**config.mk**
```make
export PLATFORM = sky130hd
export DESIGN_NAME = riscv_if_pfq
export DESIGN_NICKNAME = d
export VERILOG_FILES = /design/src/rtl/riscv_state_pkg.sv /design/src/rtl/riscv_pfq_fifo.sv /design/src/rtl/riscv_if_pfq.sv
export SDC_FILE = /design/constraint.sdc
export NUM_CORES = 1
export LEC_CHECK = 0
export ABC_AREA = 1
export ABC_CLOCK_PERIOD_IN_PS = 4000
export CORE_MARGIN = 5
export CORE_UTILIZATION = 55
export CTS_CLUSTER_DIAMETER = 80
export DETAILED_ROUTE_END_ITERATION = 12
export GPL_TIMING_DRIVEN = 0
export PLACE_DENSITY = 0.76
export SETUP_SLACK_MARGIN = 0.15
export SYNTH_ARGS = -nofsm -noshare
export SYNTH_HDL_FRONTEND = slang
export SYNTH_SLANG_ARGS = --single-unit
```
**constraint.sdc**
```tcl
create_clock -name clk -period 4 [get_ports clk]
set_input_delay 1 -clock clk [delete_from_list [all_inputs] [get_ports clk]]
set_output_delay 1 -clock clk [all_outputs]
set_load 0.03 [all_outputs]
```
**src/rtl/riscv_state_pkg.sv**
```systemverilog
// Shared fetch-side types: the prefetch-queue entry and its default field widths.
package riscv_state_pkg;

    localparam int PFQ_XLEN        = 32;
    localparam int PFQ_PARCEL_SIZE = 32;

    // One parcel-queue entry: fetched data, its address and exception flags.
    typedef struct packed {
        logic [PFQ_PARCEL_SIZE-1:0] parcel;
        logic [PFQ_XLEN-1:0]        pc;
        logic                       misaligned;
        logic                       page_fault;
    } pfq_entry_t;

    // A fetch address is misaligned when it is not word aligned.
    function automatic logic adr_misaligned(input logic [1:0] adr_lsb);
        return |adr_lsb;
    endfunction

endpackage

```
**src/rtl/riscv_pfq_fifo.sv**
```systemverilog
// Parameterised synchronous FIFO with push/pop/flush and an occupancy count.
// Pushes while full and pops while empty are ignored; flush empties it.
module riscv_pfq_fifo #(
    parameter  int W     = 8,
    parameter  int DEPTH = 4,
    localparam int AW    = $clog2(DEPTH),
    localparam int CW    = AW + 1
) (
    input  logic          clk,
    input  logic          rstn,
    input  logic          push,
    input  logic          pop,
    input  logic          flush,
    input  logic [W-1:0]  din,
    output logic [W-1:0]  dout,
    output logic [CW-1:0] count,
    output logic          empty
);

    logic [W-1:0]  mem_q [DEPTH];
    logic [W-1:0]  mem_d [DEPTH];
    logic [AW-1:0] wr_ptr_q, wr_ptr_d;
    logic [AW-1:0] rd_ptr_q, rd_ptr_d;
    logic [CW-1:0] cnt_q, cnt_d;
    logic          full;
    logic          do_push;
    logic          do_pop;

    // Status and read port.
    always_comb begin
        empty = (cnt_q == '0);
        full  = (cnt_q == CW'(DEPTH));
        count = cnt_q;
        dout  = mem_q[rd_ptr_q];
    end

    // Next storage, pointers and count; pointers wrap modulo DEPTH.
    always_comb begin
        mem_d    = mem_q;
        wr_ptr_d = wr_ptr_q;
        rd_ptr_d = rd_ptr_q;
        cnt_d    = cnt_q;
        do_push  = push & ~full;
        do_pop   = pop & ~empty;
        if (flush) begin
            wr_ptr_d = '0;
            rd_ptr_d = '0;
            cnt_d    = '0;
        end else begin
            if (do_push) begin
                mem_d[wr_ptr_q] = din;
                wr_ptr_d        = wr_ptr_q + AW'(1);
            end
            if (do_pop) begin
                rd_ptr_d = rd_ptr_q + AW'(1);
            end
            case ({do_push, do_pop})
                2'b10:   cnt_d = cnt_q + CW'(1);
                2'b01:   cnt_d = cnt_q - CW'(1);
                default: cnt_d = cnt_q;
            endcase
        end
    end

    // State registers.
    always_ff @(posedge clk or negedge rstn) begin
        if (!rstn) begin
            for (int i = 0; i < DEPTH; i++) mem_q[i] <= '0;
            wr_ptr_q <= '0;
            rd_ptr_q <= '0;
            cnt_q    <= '0;
        end else begin
            mem_q    <= mem_d;
            wr_ptr_q <= wr_ptr_d;
            rd_ptr_q <= rd_ptr_d;
            cnt_q    <= cnt_d;
        end
    end

endmodule

```
**src/rtl/riscv_if_pfq.sv**
```systemverilog
// Instruction-fetch prefetch queue: issues fetch requests, tracks them in an
// in-flight FIFO, queues returned parcels and discards responses made stale
// by a flush.
// Optional feature macro: RV_PFQ_BYPASS_EN (same-cycle delivery of a response
// that arrives while the parcel queue is empty).
//
// Handshakes: a fetch is issued on a cycle where mem_req and mem_ack are both
// high (mem_req never depends on mem_ack); mem_rvalid returns one response per
// cycle in request order. A parcel leaves the head on a cycle where
// if_parcel_valid is high and if_stall is low (if_stall acts as not-ready).
module riscv_if_pfq
    import riscv_state_pkg::*;
#(
    parameter int XLEN        = PFQ_XLEN,
    parameter int PARCEL_SIZE = PFQ_PARCEL_SIZE,
    parameter int DEPTH       = 4
) (
    input  logic                     rstn,
    input  logic                     clk,
    input  logic [XLEN-1:0]          if_nxt_pc,
    input  logic                     if_stall,
    input  logic                     if_flush,
    output logic                     if_stall_nxt_pc,
    output logic [PARCEL_SIZE-1:0]   if_parcel,
    output logic [XLEN-1:0]          if_parcel_pc,
    output logic [PARCEL_SIZE/16-1:0] if_parcel_valid,
    output logic                     if_parcel_misaligned,
    output logic                     if_parcel_page_fault,
    output logic                     mem_req,
    output logic [XLEN-1:0]          mem_adr,
    input  logic                     mem_ack,
    input  logic                     mem_rvalid,
    input  logic [PARCEL_SIZE-1:0]   mem_rdata,
    input  logic                     mem_err
);

    localparam int CW = $clog2(DEPTH) + 1;
    localparam int SW = CW + 2;
    localparam int IW = XLEN + 1;

    logic [IW-1:0] inf_din, inf_dout;
    logic [CW-1:0] inf_count, pq_count;
    logic          inf_empty, pq_empty;
    pfq_entry_t    pq_din, pq_dout, head;
    logic [CW-1:0] discard_q, discard_d;
    logic [SW-1:0] credit_used;
    logic          issue, resp_stale, resp_live;
    logic          pq_push, pq_pop, head_valid;

    // Request side: credits cover queued, in-flight and still-to-discard fetches.
    always_comb begin
        credit_used     = SW'(inf_count) + SW'(pq_count) + SW'(discard_q);
        mem_req         = rstn & ~if_flush & (credit_used < SW'(DEPTH));
        mem_adr         = if_nxt_pc;
        issue           = mem_req & mem_ack;
        if_stall_nxt_pc = ~issue;
        inf_din         = {if_nxt_pc, adr_misaligned(if_nxt_pc[1:0])};
    end

    // Response classification and the entry built from it.
    always_comb begin
        resp_stale        = mem_rvalid & (discard_q != '0);
        resp_live         = mem_rvalid & (discard_q == '0) & ~inf_empty;
        pq_din            = '0;
        pq_din.parcel     = mem_rdata;
        pq_din.pc         = inf_dout[IW-1:1];
        pq_din.misaligned = inf_dout[0];
        pq_din.page_fault = mem_err;
    end

    // Discard counter: a flush moves every in-flight fetch into it.
    always_comb begin
        discard_d = discard_q;
        if (if_flush) begin
            discard_d = discard_q + inf_count - CW'(resp_stale | resp_live);
        end else if (resp_stale) begin
            discard_d = discard_q - CW'(1);
        end
    end

    // Head selection, queue push and pop.
    always_comb begin
`ifdef RV_PFQ_BYPASS_EN
        head_valid = ~pq_empty | (resp_live & ~if_flush);
        head       = pq_empty ? pq_din : pq_dout;
        pq_pop     = ~pq_empty & ~if_stall & ~if_flush;
        pq_push    = resp_live & ~if_flush & ~(pq_empty & ~if_stall);
`else
        head_valid = ~pq_empty;
        head       = pq_dout;
        pq_pop     = head_valid & ~if_stall & ~if_flush;
        pq_push    = resp_live & ~if_flush;
`endif
    end

    // Outputs are zero whenever the head is not valid.
    always_comb begin
        if_parcel_valid      = {(PARCEL_SIZE/16){head_valid}};
        if_parcel            = head_valid ? head.parcel : '0;
        if_parcel_pc         = head_valid ? head.pc : '0;
        if_parcel_misaligned = head_valid & head.misaligned;
        if_parcel_page_fault = head_valid & head.page_fault;
    end

    // Discard counter register.
    always_ff @(posedge clk or negedge rstn) begin
        if (!rstn) discard_q <= '0;
        else       discard_q <= discard_d;
    end

    riscv_pfq_fifo #(.W(IW), .DEPTH(DEPTH)) u_inflight (
        .clk   (clk),
        .rstn  (rstn),
        .push  (issue),
        .pop   (resp_live),
        .flush (if_flush),
        .din   (inf_din),
        .dout  (inf_dout),
        .count (inf_count),
        .empty (inf_empty)
    );

    riscv_pfq_fifo #(.W($bits(pfq_entry_t)), .DEPTH(DEPTH)) u_parcel_q (
        .clk   (clk),
        .rstn  (rstn),
        .push  (pq_push),
        .pop   (pq_pop),
        .flush (if_flush),
        .din   (pq_din),
        .dout  (pq_dout),
        .count (pq_count),
        .empty (pq_empty)
    );

endmodule

```
==> results.md <==
- Status: finished clean
- Worst VDD drop: 0.359 mV
- Via density: 5.80
- RSZ-0062 raised after global routing: yes
- First-pass DRT Iterations: 5
- Initial antenna violation count: 0
- Warnings, synthesis: 0
- Drt wl/cell: 19.5 microns
- Ports: 173
- RePlAce Congestion: 0.866
- Share of synthesized cell area in full adder, half adder and majority cells: 1.60%
- Ant diodes: 0
- Post-Synthesis Cells: 2179
- Die ar.: 40300 sq um
- Buffers added on ports: 172
- Fill cells: 2831
- Fraction of registers with async set/reset: 100%
- P per Cell Area: 616 nW/um^2
- Worst Path Required: 3.00 ns
- Top delay family on crit path: adder cells
- Xor/xnor cell area share of the yosys netlist: 0.219%
- CP cell instances: inv_2 > fa_1 > inv_1 > nand2_2 > inv_2 > fa_2 > nor2_4 > nand3_2 > nor3b_2 > inv_1 > buf_6
- Seq/Total Area, Yosys: 51.6%
- Vias: 16847
- Hold WC Path Type: input pin to asynchronous set/reset pin
- Relative slew slack: 57.0%
- CP max stage delay: 0.53 ns
- CP endpoint kind: output pin
- Inserted Clock Buffers: 44
- Top cell type's share of synthesized area: 51.6%
- All-Layer GR Usage: 27.4%
- H-tree levels: 2
- Simple-gate share of the synthesized area: 10.8%
- Final wirelength: 56800 microns
- CP Max Fanout: 2
- Fmax: 263 MHz
- Core Util, Final: 67.3%
- Share of layout cells above drive strength 1: 15.3%
- Main synth FF type: dfrtp_1
- Leak: 11.9 nW
- First-pass GRT wire length: 90400 microns
- Slowest-stage cell, CP: fa_1
- Grt ovf: 0
- Root Driver: clkbuf_16
- Post-synthesis compound-gate area fraction: 18.1%
- Synth Area per Inst: 9.19 sq um
- Clk_skew: 0.0144 ns
- Worst Reg2Reg Path Length in Cells: 20
- CORE AREA: 35700 sq um
- Crit start category: register
- Ranking of synthesized cells by area: dfrtp_1, o21ai_0, nand2_1
- Number of synthesized flops with an enable pin: 0
- Pin count of the biggest net entering global routing: 110
- Fin crit share: 95.2%
- Worst EP arrival: 2.81 ns
- Synth Net Count: 2272
- Fin crit period: 3.81 ns
- DRC: 0
- P&R area growth vs syn: 20.1%
- Synth area leader: dfrtp_1
- Final setup fails: 0
- HPWL after DPL: 37800 microns
- CTS tree: built
- Die X-Extent: 201 microns
- Critical path depth: 11
- Crit path kind: register to output pin
- Main combinational cell family by area after synthesis: compound AO/OA/AOI/OAI gates
- Clock Latency Late Sink: 0.55 ns
- Crit path buffers/inverters: 5
- Mux cell area share after synthesis: 8.92%
- Pins over their slew limit: 0
- Final hold vios: 0
- Synth Cell Area: 20000 sq um
- Total negative slack: 0 ns
- DR iter-0 viols: 1391
- Vias in the first global route: 17302
- Initial core utilization: 56.0%
- Max Cap Violations: 0
- Nets: 2505
- Worst-Margin Slew: 0.645 ns
- Cts hold-fix bufs: 0
- FF+latch count, synth: 413
- Clock transition at the registers of the reported paths: 0.06 ns
- Die Height: 201 microns
- Num rows: 69
- Deepest clock path buffer count: 3
- Synth unique cells: 33
- CTS Sinks: 413
- Antenna-violating nets left: 0
[placed cells by master (no fill, tap or decap), types with 3 or more instances in the layout]
master / count
a21oi_1: 208
a31oi_1: 4
buf_1: 6
buf_12: 10
buf_16: 3
buf_2: 23
buf_4: 68
bufinv_16: 4
clkbuf_1: 89
clkbuf_16: 45
clkbuf_2: 13
clkbuf_8: 13
clkdlybuf4s15_1: 3
clkdlybuf4s15_2: 14
clkdlybuf4s50_1: 103
clkinv_2: 8
dfrtp_1: 411
dlygate4sd2_1: 42
fa_1: 5
ha_1: 16
inv_1: 172
inv_2: 7
mux2_2: 52
mux2_4: 80
nand2_1: 400
nand2_2: 3
nand3_1: 17
nor2_1: 86
nor2_4: 9
nor2_8: 3
o21ai_0: 426
o21ai_1: 39
o22ai_1: 33
xor2_1: 3
[sequential cells by signal (all words and copies together), names as in the netlist]
signal               cells
u_inflight.count         3
u_inflight.mem_q       132
u_parcel_q.mem_q       264
u_inflight.rd_ptr_q      2
u_parcel_q.wr_ptr_q      2
u_inflight.wr_ptr_q      2
u_parcel_q.count         3
u_parcel_q.rd_ptr_q      2
discard_q                3
[cell usage after synthesis (2+ instances only)]
master / count
o21ai_0: 426
dfrtp_1: 413
nand2_1: 401
a21oi_1: 210
inv_1: 176
nor2_1: 88
clkbuf_1: 87
mux2_4: 80
buf_4: 58
mux2_2: 52
o21ai_1: 39
o22ai_1: 33
buf_2: 23
nand3_1: 18
ha_1: 16
buf_1: 8
buf_12: 8
nor2_4: 7
fa_1: 6
a31oi_1: 4
inv_2: 4
nor2_8: 3
nor3_1: 3
xor2_1: 3
buf_8: 2
nand2_2: 2
nand4_1: 2
xnor2_1: 2
[routing by layer]
layer,track usage (%),wire length [microns]
met3,4.47,4330
met4,11.6,2000
met2,44.1,27000
met5,0,0
met1,37.3,23500
[report_power, final]
group	internal [mW]	switching, mW	leakage, nW
Clock	2.54	1.68	0.743
Sequential	4.81	0.346	4.99
Combinational	1.82	3.64	6.19
[cell type report]
type	count	area, sq um	area share [%]
inverter	180	679	2.82
clock inverter	14	176	0.733
timing repair buffer	187	1870	7.79
sequential	413	10300	43.0
tap	461	577	2.40
clock buffer	65	1320	5.49
buffer	186	1120	4.65
multi-input combinational	1400	7970	33.1
[what timing repair did]
item                                    CTS  global route
setup buffers                             5             6
pin swaps                                 6             3
endpoints found under the setup margin   70            61
cloned                                    1             0
resized for setup                       134            21
[path summary, 6_finish.rpt]
| check | slack (ns) | from | endpoint |
|---|---|---|---|
| max | 0.19 | u_inflight.count[1] | if_stall_nxt_pc |
| min | 0.40 | rstn | u_parcel_q.mem_q[174] |
| max reg2reg | 0.51 | u_inflight.count[1] | u_inflight.count[2] |
| min reg2reg | 0.49 | u_inflight.mem_q[74] | u_inflight.mem_q[74] |
| max in group asynchronous | 2.20 | rstn | u_inflight.mem_q[82] |
| min in group clk | 0.49 | u_inflight.mem_q[74] | u_inflight.mem_q[74] |
[logic make-up (layout without fill, tap and decap cells)]
| kind of cell | after synthesis | in the layout |
|---|---|---|
| multiplexers | 132 | 132 |
| adder cells (fa/ha/maj) | 22 | 22 |
| buffers and inverters | 366 | 632 |
| XOR/XNOR | 5 | 5 |
| AO/OA/AOI/OAI | 713 | 713 |
| AND/OR/NAND/NOR | 528 | 528 |
| flip-flops | 413 | 413 |
[metrics by stage]
stage	std cells	cell area, sq um	setup WS (ns)	power (mW)	hold slack, ns
after floorplan	2179	20000	0.703	8.46	0.445
after CTS	2900	24000	0.103	14.7	0.445
final	2906	24100	0.193	14.8	0.404
after global placement	2812	22300	-15.94	10.6	0.460
after global routing	2906	24100	0.0731	15.5	0.461
after detailed placement	2815	22400	-0.697	10.7	0.471
(Power assumes the default switching activity.)
